$ cat config.mk
export PLATFORM = sky130hd
export DESIGN_NAME = booth_mult_seq
export DESIGN_NICKNAME = d
export VERILOG_FILES = /design/src/rtl/booth_mult_seq.sv
export SDC_FILE = /design/constraint.sdc
export NUM_CORES = 1
export LEC_CHECK = 0
export ABC_CLOCK_PERIOD_IN_PS = 5150
export CAP_MARGIN = 20
export CORE_ASPECT_RATIO = 0.8
export CORE_MARGIN = 3
export CORE_UTILIZATION = 58
export DETAILED_ROUTE_END_ITERATION = 16
export PLACE_DENSITY = 0.84
export SLEW_MARGIN = 10
export SYNTH_ARGS = -nofsm -noshare
export SYNTH_HDL_FRONTEND = slang
export SYNTH_SLANG_ARGS = --single-unit
$ cat constraint.sdc
create_clock -name clk -period 5.15 [get_ports clk]
set_input_delay 0.515 -clock clk [delete_from_list [all_inputs] [get_ports clk]]
set_output_delay 0.515 -clock clk [all_outputs]
set_load 0.02 [all_outputs]
$ cat src/rtl/booth_mult_seq.sv
// booth_mult_seq: sequential Booth multiplier, signed or unsigned operands.
// RADIX4=0 retires one multiplier bit per cycle, RADIX4=1 retires two bits
// per cycle using modified Booth recoding. Handshake is start/busy/done.
// Operands are widened by at least one bit so that unsigned values recode
// correctly. The product register holds its value until the next done.
module booth_mult_seq #(
    parameter int WIDTH  = 6,
    parameter int RADIX4 = 0
) (
    input  logic               clk,
    input  logic               rst,
    input  logic               start,
    input  logic               tc,
    input  logic [WIDTH-1:0]   a,
    input  logic [WIDTH-1:0]   b,
    output logic               busy,
    output logic               done,
    output logic [2*WIDTH-1:0] product
);

    // The extended width is rounded up to even in radix-4 so that whole
    // recoding triplets are consumed.
    localparam int E    = (RADIX4 != 0) ? (((WIDTH + 2) / 2) * 2) : (WIDTH + 1);
    localparam int ITER = (RADIX4 != 0) ? (E / 2) : E;
    localparam int SH   = (RADIX4 != 0) ? 2 : 1;
    localparam int AW   = E + 2;
    localparam int XW   = AW + E + 1;
    localparam int CW   = $clog2(ITER + 1);
    localparam logic [CW-1:0] LAST = CW'(ITER - 1);

    localparam logic [1:0] S_IDLE = 2'd0;
    localparam logic [1:0] S_RUN  = 2'd1;
    localparam logic [1:0] S_DONE = 2'd2;

    logic [1:0]         state_q, state_d;
    logic [AW-1:0]      acc_q, acc_d;
    logic [E-1:0]       mq_q, mq_d;
    logic               q1_q, q1_d;
    logic [CW-1:0]      cnt_q, cnt_d;
    logic [E-1:0]       m_q, m_d;
    logic [2*WIDTH-1:0] prod_q, prod_d;

    logic [E-1:0]  a_ext, b_ext;
    logic [AW-1:0] m_ext, addend, sum;
    logic [XW-1:0] shift_in, shift_out;

    // Widen the incoming operands: sign-extend for two's complement, zero-extend otherwise.
    always_comb begin
        a_ext = tc ? {{(E-WIDTH){a[WIDTH-1]}}, a} : {{(E-WIDTH){1'b0}}, a};
        b_ext = tc ? {{(E-WIDTH){b[WIDTH-1]}}, b} : {{(E-WIDTH){1'b0}}, b};
    end

    // One Booth iteration: recode, add the selected multiple of M, then arithmetic shift.
    always_comb begin
        m_ext  = {{2{m_q[E-1]}}, m_q};
        addend = '0;
        if (RADIX4 != 0) begin
            case ({mq_q[1:0], q1_q})
                3'b001, 3'b010: addend = m_ext;
                3'b011:         addend = {m_ext[AW-2:0], 1'b0};
                3'b100:         addend = -{m_ext[AW-2:0], 1'b0};
                3'b101, 3'b110: addend = -m_ext;
                default:        addend = '0;
            endcase
        end else begin
            case ({mq_q[0], q1_q})
                2'b01:   addend = m_ext;
                2'b10:   addend = -m_ext;
                default: addend = '0;
            endcase
        end
        sum       = acc_q + addend;
        shift_in  = {sum, mq_q, q1_q};
        shift_out = $unsigned($signed(shift_in) >>> SH);
    end

    // Control: accept start in IDLE or DONE, run ITER iterations, and capture the product on DONE entry.
    always_comb begin
        state_d = state_q;
        acc_d   = acc_q;
        mq_d    = mq_q;
        q1_d    = q1_q;
        cnt_d   = cnt_q;
        m_d     = m_q;
        prod_d  = prod_q;
        case (state_q)
            S_IDLE, S_DONE: begin
                if (start) begin
                    state_d = S_RUN;
                    mq_d    = a_ext;
                    m_d     = b_ext;
                    acc_d   = '0;
                    q1_d    = 1'b0;
                    cnt_d   = '0;
                end else begin
                    state_d = S_IDLE;
                end
            end
            S_RUN: begin
                acc_d = shift_out[XW-1 -: AW];
                mq_d  = shift_out[E:1];
                q1_d  = shift_out[0];
                cnt_d = cnt_q + CW'(1);
                if (cnt_q == LAST) begin
                    state_d = S_DONE;
                    prod_d  = shift_out[2*WIDTH:1];
                end
            end
            default: state_d = S_IDLE;
        endcase
    end

    // State registers; an asserted reset aborts any operation immediately.
    always_ff @(posedge clk or negedge rst) begin
        if (!rst) begin
            state_q <= S_IDLE;
            acc_q   <= '0;
            mq_q    <= '0;
            q1_q    <= 1'b0;
            cnt_q   <= '0;
            m_q     <= '0;
            prod_q  <= '0;
        end else begin
            state_q <= state_d;
            acc_q   <= acc_d;
            mq_q    <= mq_d;
            q1_q    <= q1_d;
            cnt_q   <= cnt_d;
            m_q     <= m_d;
            prod_q  <= prod_d;
        end
    end

    assign busy    = (state_q == S_RUN);
    assign done    = (state_q == S_DONE);
    assign product = prod_q;

endmodule

==> impl_metrics.toml <==
[run_status]
outcome = "completed"

[synth]
synth_seq_cells = 40
synth_nets = 258
synth_cell_types = 34
ys.flop_type = "dfrtp_1"
synth.top_cell.area_share_pct = 47.1
yosysWarnings = 0
synth_edf_count = 0
synthTopCellsByArea = "dfrtp_1 47%, nand2_1 8.5%, ha_1 7.7%, o21ai_0 4.5%, mux2_2 4.2%"
syn-cell-area_sq_um = 2130
async_flop_share_pct = 100
synth_area_per_cell_sq_um = 9.32
yosysSeqAreaShare_pct = 47.1
synth_top_cell_by_area = "dfrtp_1"
syn-instance-count = 228

[worst_setup_path]
critPathMaxFanout = 4
worstPathCellList = "inv_1 -> ha_1 -> or4b_4 -> or3_1 -> nand3_1 -> a21oi_1 -> ha_1 -> a2111o_1 -> o22ai_2 -> xor2_1 -> or3_1 -> nand3_1"
crit_path_top_delay_cell = "or4b_4"
required_ns = 5.39
critical_path_class = "reg2reg"
end_kind = "flip-flop"
cp.arrival_ns = 3.16
max_stage_delay_ns = 0.49
cp-start-kind = "flip-flop"

[clocking]
numCtsBuffers = 5
clk_latency_ns = 0.30
cts_resized = 0
cts_sinks = 40
cts_tree = "done"
cts_buffer_depth = 2
h-tree-depth = 2
cts_root_buffer = "clkbuf_8"
hold_buffers = 0
clk_pin_slew_ns = 0.08
postCtsSetupBuffers = 0

[timing]
rsz0062_at_grt = "false"
fin_ws_ns = 2.22
min_period_ns = 2.93
slew_viol_final = 0
setup_viol = 0
hold_violations = 0
tns_ns = 0
hold_slack_ns = 0.328
worst_pin_slew_ns = 0.875
fin_crit_sh_pct = 56.8
fin_worst_skew_ns = 0.00798
relSlewSlack_pct = 41.4
max_freq_mhz = 342

[floorplanning]
rows = 19
die_x_um = 73.7
dieHeight_um = 60.2
core-area_sq_um = 3470
die-area_sq_um = 4430
ios = 30
initial_core_util_pct = 61.2

[worst_hold_path]
hold_class = "in2async"

[drt]
dr.pass1.iters = 5
avgViaCountPerCell = 5.56
drc = 0
drtAntennaViolNets = 0
num_vias = 1656
detailedRoute.firstIterationViolations = 106
routedWlPerCell_um = 14.3
drt_wl_total_um = 4270

[global_routing]
antenna_found_initial = 0
grt_pass1_vias = 1538
grt_use_total_pct = 21.4
grt_pass1_wl_um = 7070
overflow = 0
grt_max_degree = 41

[final_layout]
fillCellCount = 260
drive_above_1_share_pct = 8.59
stdcell_count = 298
layout_commonest_cell = "nand2_1"
fin_nets = 285
most-common-layout-cells = "48 x nand2_1, 40 x dfrtp_1, 28 x clkdlybuf4s50_1, 19 x o21ai_0, 14 x nor2_1"
fin_area_sq_um = 2530
area_delta_synth_final_pct = 19.0
diodes = 0

[power_and_ir_drop]
power_leakage_nw = 1.18
intPower_w = 0.000995
p_sw_share_pct = 43.0
power_switching_w = 0.000752
p_per_area_nw_per_um2 = 691
pwr-share-seq_pct = 33.5
pwr-share-comb_pct = 53.7
ir_drop_mv = 0.428
power_frac_clock_pct = 12.8

[place]
routabilityCongestion = 0.830
dpl.hpwl_um = 3040
dp_slack_ns = 2.28
place_inst = 290
postPlaceCellArea_sq_um = 2430
port-buffer-count = 29

[job]
drv_cap = 0
## cell families (layout without fill, tap and decap cells)
group           Yosys count  in the layout  synth area share, %
flops                    40             40                 47.1
compound gates           50             50                 14.7
xor+xnor                 10             10                 4.12
fa+ha+maj                14             14                 8.59
simple gates             85             85                 17.5
mux                       8              8                 4.24
buf+inv                  21             49                 3.77
## cells in the mapped netlist (2+ instances only)
cell type and count:
nor2_1 14, a32oi_1 3, a21oi_1 8, nand2b_1 7
nand2_1 48, nand3_1 6, xor2_1 7, a22oi_1 4
ha_1 13, a31oi_1 5, o21ai_1 2, or3_1 2
clkbuf_1 8, nor2b_1 3, o21ai_0 19, inv_1 11
mux2_2 8, dfrtp_1 40, xnor2_1 3, nor3_1 3
## power groups by stage
stage | registers, W | logic [W] | clock network, W
4_1_cts | 0.000584 | 0.000941 | 0.000227
3_3_place_gp | 0.000585 | 0.000915 | 0
5_1_grt | 0.000605 | 0.00105 | 0.000241
6_report | 0.000584 | 0.000938 | 0.000224
2_1_floorplan | 0.000623 | 0.000623 | 0
3_5_place_dp | 0.000589 | 0.000929 | 0
## critical path: cells and delay by family (launching register included)
kind / cells / cell delay (ns)
buffers and inverters: 1 / 0.11
DFF: 1 / 0.39
adders and majority gates: 2 / 0.40
AOI/OAI and AO/OA: 3 / 0.57
xor gates and xnor gates: 1 / 0.10
and+or+nand+nor: 5 / 1.30
## path summary, 6_finish.rpt
check                                          to  slack (ns)  cells after the start                    from
max in group asynchronous     mq_q[4]$_DFFE_PN0P_        4.27                      1                     rst
min                            m_q[4]$_DFFE_PN0P_        0.33                      1                     rst
max reg2reg                  acc_q[7]$_DFFE_PN0P_        2.22                     12      m_q[0]$_DFFE_PN0P_
max                          acc_q[7]$_DFFE_PN0P_        2.22                     12      m_q[0]$_DFFE_PN0P_
min in group clk           product[9]$_DFFE_PN0P_        0.48                      2  product[9]$_DFFE_PN0P_
min reg2reg                product[9]$_DFFE_PN0P_        0.48                      2  product[9]$_DFFE_PN0P_
## stage by stage
stage               utilization (%)  power, W
floorplan                         -   0.00125
global placement               70.1   0.00150
detailed placement             70.1   0.00152
CTS                            72.9   0.00175
global route                   72.9   0.00190
finish                         72.9   0.00175
## per-layer routing
metal | GRT usage (%) | share of wire (%) | vias to the layer above
met5 | 0 | 0 | -
met4 | 8.27 | 1.4 | 0
met3 | 5.04 | 4.6 | 7
met2 | 32.8 | 45 | 34
met1 | 29.5 | 49 | 783
li1 | - | - | 832
## final cells by class
type / instances / area (sq um) / area share [%]
inverters: 11 / 41.3 / 1.63
multi-input cells: 167 / 1040 / 41.3
flip-flops and latches: 40 / 1000 / 39.6
repair buffers: 30 / 293 / 11.6
clock buffers: 6 / 82.6 / 3.27
well taps: 42 / 52.6 / 2.08
clock inverters: 2 / 13.8 / 0.544
## state kept, by name (all words and copies together) (netlist names)
signal / count
product: 12
acc_q: 8
m_q: 7
mq_q: 7
cnt_q: 3
state_q: 2
q1_q: 1
Power figures use the tool's default switching activity.
==> RTL edit 1, RTL diff (config.mk and constraints unchanged) <==
Set the parameter `WIDTH` to 8 (it was 6).
--- a/src/rtl/booth_mult_seq.sv
+++ b/src/rtl/booth_mult_seq.sv
@@ -4,7 +4,7 @@
 // Operands are widened by at least one bit so that unsigned values recode
 // correctly. The product register holds its value until the next done.
 module booth_mult_seq #(
-    parameter int WIDTH  = 6,
+    parameter int WIDTH  = 8,
     parameter int RADIX4 = 0
 ) (
     input  logic               clk,
Interface: changed (resized a, b and product); port bits go from 30 to 38. No check against the original RTL was run, so the function may have changed too.
==> RTL edit 1 against the original RTL <==
Power up 29%. Sequential cell count up 11. Critical path depth down 1. Synthesized area up 29%. Sequential power up 28%. Routed wire length up 40%. Sequential share of layout area down 0.40 points. Worst setup slack worse by 96 ps. Final area up 29%. Critical path type unchanged. Critical endpoint is now acc_q[9]$_DFFE_PN0P_. Largest cell class unchanged. Highest routed layer unchanged.
==> RTL edit 1: results (changes against the original RTL) <==
Outcome - completed
Met1 Use GR - 33.2% (+3.7 points)
Layout Nets - 349 (+22%)
Crit path max-delay cell type - ha_1
Worst R2R Setup Slack - 2130 ps (-100 ps)
M1 wire length - 2840 microns (+35%)
Max transition margin - 42.6% (+1.1 points)
Share of layout cells above drive strength 1 - 11.2% (+2.6 points)
Worst clock skew - 7.27 ps (-0.717 ps)
Place WS - 2190 ps (-86.2 ps)
Synth Net Count - 314 (+22%)
Placed cell area - 3140 sq um (+29%)
Routability-driven placement congestion ratio - 0.934 (+13%)
Crit path arrival time - 3260 ps (+100 ps)
Met2 global-route usage - 35.4% (+2.6 points)
Peak supply drop - 0.429 mV (+0.11%)
Max reg flops - 16 (+4)
First-iteration detailed-routing DRC count - 167 (+58%)
HPWL after DPL - 4200 microns (+38%)
Post-synthesis cell type count - 39 (+15%)
Met3 usage - 4.67% (-0.38 points)
Seq/Total Area, Yosys - 46.7% (-0.38 points)
Placed Cells - 362 (+25%)
Synth cell count leaders - dfrtp_1 (51), nand2_1 (51), nor2_1 (20)
Wire length on met3 - 382 microns (+95%)
Post-Layout Cell Count - 370 (+24%)
P_int - 1.29 mW (+29%)
Switching part of the total - 42.8% (-0.29 points)
Total Routed Length - 5960 microns (+40%)
Vias post-DR - 2,159 (+30%)
CP Capture Point - acc_q[9]$_DFFE_PN0P_
Vias in the first global route - 2,032 (+32%)
CP top delay family - adder cells
Drt pass-1 iters - 4 (-1)
Reg clk slew, reported paths - 100 ps (+20 ps)
Hold slack - 295 ps (-32.4 ps)
[RTL edit 1: changes by cell type in the layout (fill, tap and decap cells not counted), moves of 3 or more]
cell and change:
xnor2_1 +6, o21ai_0 -3, dfrtp_1 +11, a22oi_1 +8, nor2_1 +6, a31oi_1 -4, mux2_2 +7, nand2_1 +3
a22o_1 +6, clkdlybuf4s50_1 +8, xor2_1 -4, ha_1 +3
[RTL edit 1: kinds of logic after synthesis]
kind of cell             count (synthesis)  synth area share (%)
AO/OA/AOI/OAI                           62                  15.6
XOR/XNOR                                12                  3.85
adder cells (fa/ha/maj)                 17                  8.06
buffers and inverters                   21                  2.98
flip-flops                              51                  46.7
multiplexers                            15                  6.18
AND/OR/NAND/NOR                         99                  16.6
[RTL edit 1: layout make-up]
cell class	count	area, sq um
Clock buffer	5	68.8
Clock inverter	3	43.8
Fill cell	312	1100
Tap cell	57	71.3
Multi-Input combinational cell	205	1380
Sequential cell	51	1280
Timing Repair Buffer	40	388
Inverter	9	33.8
==> RTL edit 2, RTL diff (config.mk and constraints unchanged) <==
Made on the original files. Register the outputs `busy` and `done`, without a reset; this adds one clock of latency there. The other outputs are not delayed to match. Comments in the files are not updated.
--- a/src/rtl/booth_mult_seq.sv
+++ b/src/rtl/booth_mult_seq.sv
@@ -131,8 +131,10 @@
         end
     end
 
-    assign busy    = (state_q == S_RUN);
-    assign done    = (state_q == S_DONE);
+    always_ff @(posedge clk) begin
+        busy <= (state_q == S_RUN);
+        done <= (state_q == S_DONE);
+    end
     assign product = prod_q;
 
 endmodule
Behaviour: not the same (a bounded check fails within 4 cycles, from zero or initial values and one cycle with rst low).
==> RTL edit 2 against the original RTL <==
First-iteration DRC count increased by 32%. Clock skew decreased by 4.7 ps. Synthesized area increased by 1.9%. Hold slack improved by 6.0 ps. Power increased by 4.6%. Sequential cell count increased by 2. Core utilization increased by 0.54 points. Final area increased by 2.1%. Routed wire length increased by 9.6%. Non-clock buffer count unchanged. Sequential share of layout area increased by 0.73 points. Worst setup slack improved by 36 ps. Critical endpoint unchanged.
==> RTL edit 2: results (changes against the original RTL) <==
Outcome - completed
Max transition margin - 41.0% (-0.40 points)
R2R cell count - 12 (unchanged)
HPWL after DPL - 3370 microns (+11%)
Layout Nets - 287 (+0.70%)
Post-CTS setup buffers - 0 (unchanged)
Placed cell area - 2470 sq um (+1.6%)
Worst R2R Setup Slack - 2260 ps (+40 ps)
Largest net degree at the start of global routing - 41 (unchanged)
Ys async rst share - 95.2% (-4.8 points)
Max reg flops - 12 (unchanged)
Clock latency on the worst-skew pair - 290 ps
Crit path arrival time - 3130 ps (-30 ps)
H-tree levels - 2 (unchanged)
Routability-driven placement congestion ratio - 0.832 (+0.25%)
Share of layout cells above drive strength 1 - 8.14% (-0.45 points)
Post-synth top area cell - dfrtp_1
Post-synthesis cell type count - 35 (+2.9%)
Global-route wire length before repair - 8010 microns (+13%)
# diodes - 0 (unchanged)
CTS buffer count - 5 (unchanged)
Global-route usage over all layers - 24.1% (+2.7 points)
Synth cell count leaders - nand2_1 (48), dfrtp_1 (40), o21ai_0 (19)
CP endpoint kind - flop
CTS Root Cell - clkbuf_8
Clk pwr - 0.262 mW (+17%)
Crit path max-delay cell type - or4b_4
Synth warnings - 0 (unchanged)
Leak - 1.19 nW (+1.4%)
Crit-path max cell delay - 490 ps (about the same)
First-iteration detailed-routing DRC count - 140 (+32%)
Synth Net Count - 260 (+0.78%)
WL per Instance - 15.6 microns (+8.8%)
Top cells by area, synth - dfrtp_1 (46%), nand2_1 (8.3%), ha_1 (7.5%)
Peak supply drop - 0.420 mV (-1.9%)
Seq/Total Area, Yosys - 48.1% (+0.98 points)
Worst clock skew - 3.25 ps (-4.73 ps)
Setup crit start - m_q[0]$_DFFE_PN0P_
Vias post-DR - 1,746 (+5.4%)
Crit-path max FO - 4 (unchanged)
Fillers - 276 (+6.2%)
Comb pwr share - 52.1% (-1.6 points)
HP Class - in2async
Power Dens Cells - 707 nW/um^2 (+2.4%)
Reg clk slew, reported paths - 80 ps (about the same)
Clock buffer depth - 2 (unchanged)
FF-to-FF End - acc_q[7]$_DFFE_PN0P_
Port Buf Inserts - 29 (unchanged)
Drt pass-1 iters - 5 (unchanged)
CP top delay family - simple AND/OR/NAND/NOR gates
P_int - 1.05 mW (+5.5%)
Initial antenna violation count - 0 (unchanged)
Post_cts resized - 0 (unchanged)
## RTL edit 2: cell count changes in the layout (fill, tap and decap cells not counted)
cell and change:
bufinv_16 +1, clkbuf_1 +1, clkbuf_8 -1, clkinv_2 -1, clkinvlp_4 +1, dfxtp_1 +2
inv_6 -1
## RTL edit 2: cell type report
class	instances	area [sq um]	share of cell area (%)
clock inverters	2	37.5	1.45
repair buffers	30	293	11.3
clock buffers	6	72.6	2.81
well taps	42	52.6	2.03
inverters	11	41.3	1.60
multi-input cells	167	1040	40.5
flip-flops and latches	42	1040	40.3
## RTL edit 2: worst reg2reg max path: cells and delay by family, from the launching register on
kind / cells / cell delay, ps
adder cells (fa/ha/maj): 2 / 400
AND/OR/NAND/NOR: 5 / 1280
buffers and inverters: 1 / 100
XOR/XNOR: 1 / 90
flip-flops: 1 / 390
AO/OA/AOI/OAI: 3 / 570
## RTL edit 2: kinds of logic (layout without fill, tap and decap cells)
group / count (synthesis) / in the layout / synth area share, %
buf+inv: 21 / 49 / 3.70
fa+ha+maj: 14 / 14 / 8.43
simple gates: 85 / 85 / 17.2
mux: 8 / 8 / 4.16
compound gates: 50 / 50 / 14.4
xor+xnor: 10 / 10 / 4.04
flops: 42 / 42 / 48.1
## RTL edit 2: per-stage QoR
stage	worst slack [ps]	instances	utilization [%]	total power, mW	hold WS, ps
6_report	2260	300	73.4	1.83	334
5_1_grt	1990	300	73.4	1.99	393
4_1_cts	2250	300	73.4	1.83	360
3_5_place_dp	2280	292	70.3	1.56	463
3_3_place_gp	2340	292	70.3	1.51	460
2_1_floorplan	2440	230	-	1.27	219
## RTL edit 2: per-layer routing
layer  GRT usage, %  part of all wire (%)
met5              0                     0
met4           8.12                   1.3
met3           4.64                   5.7
met2           39.9                    48
met1           32.5                    45
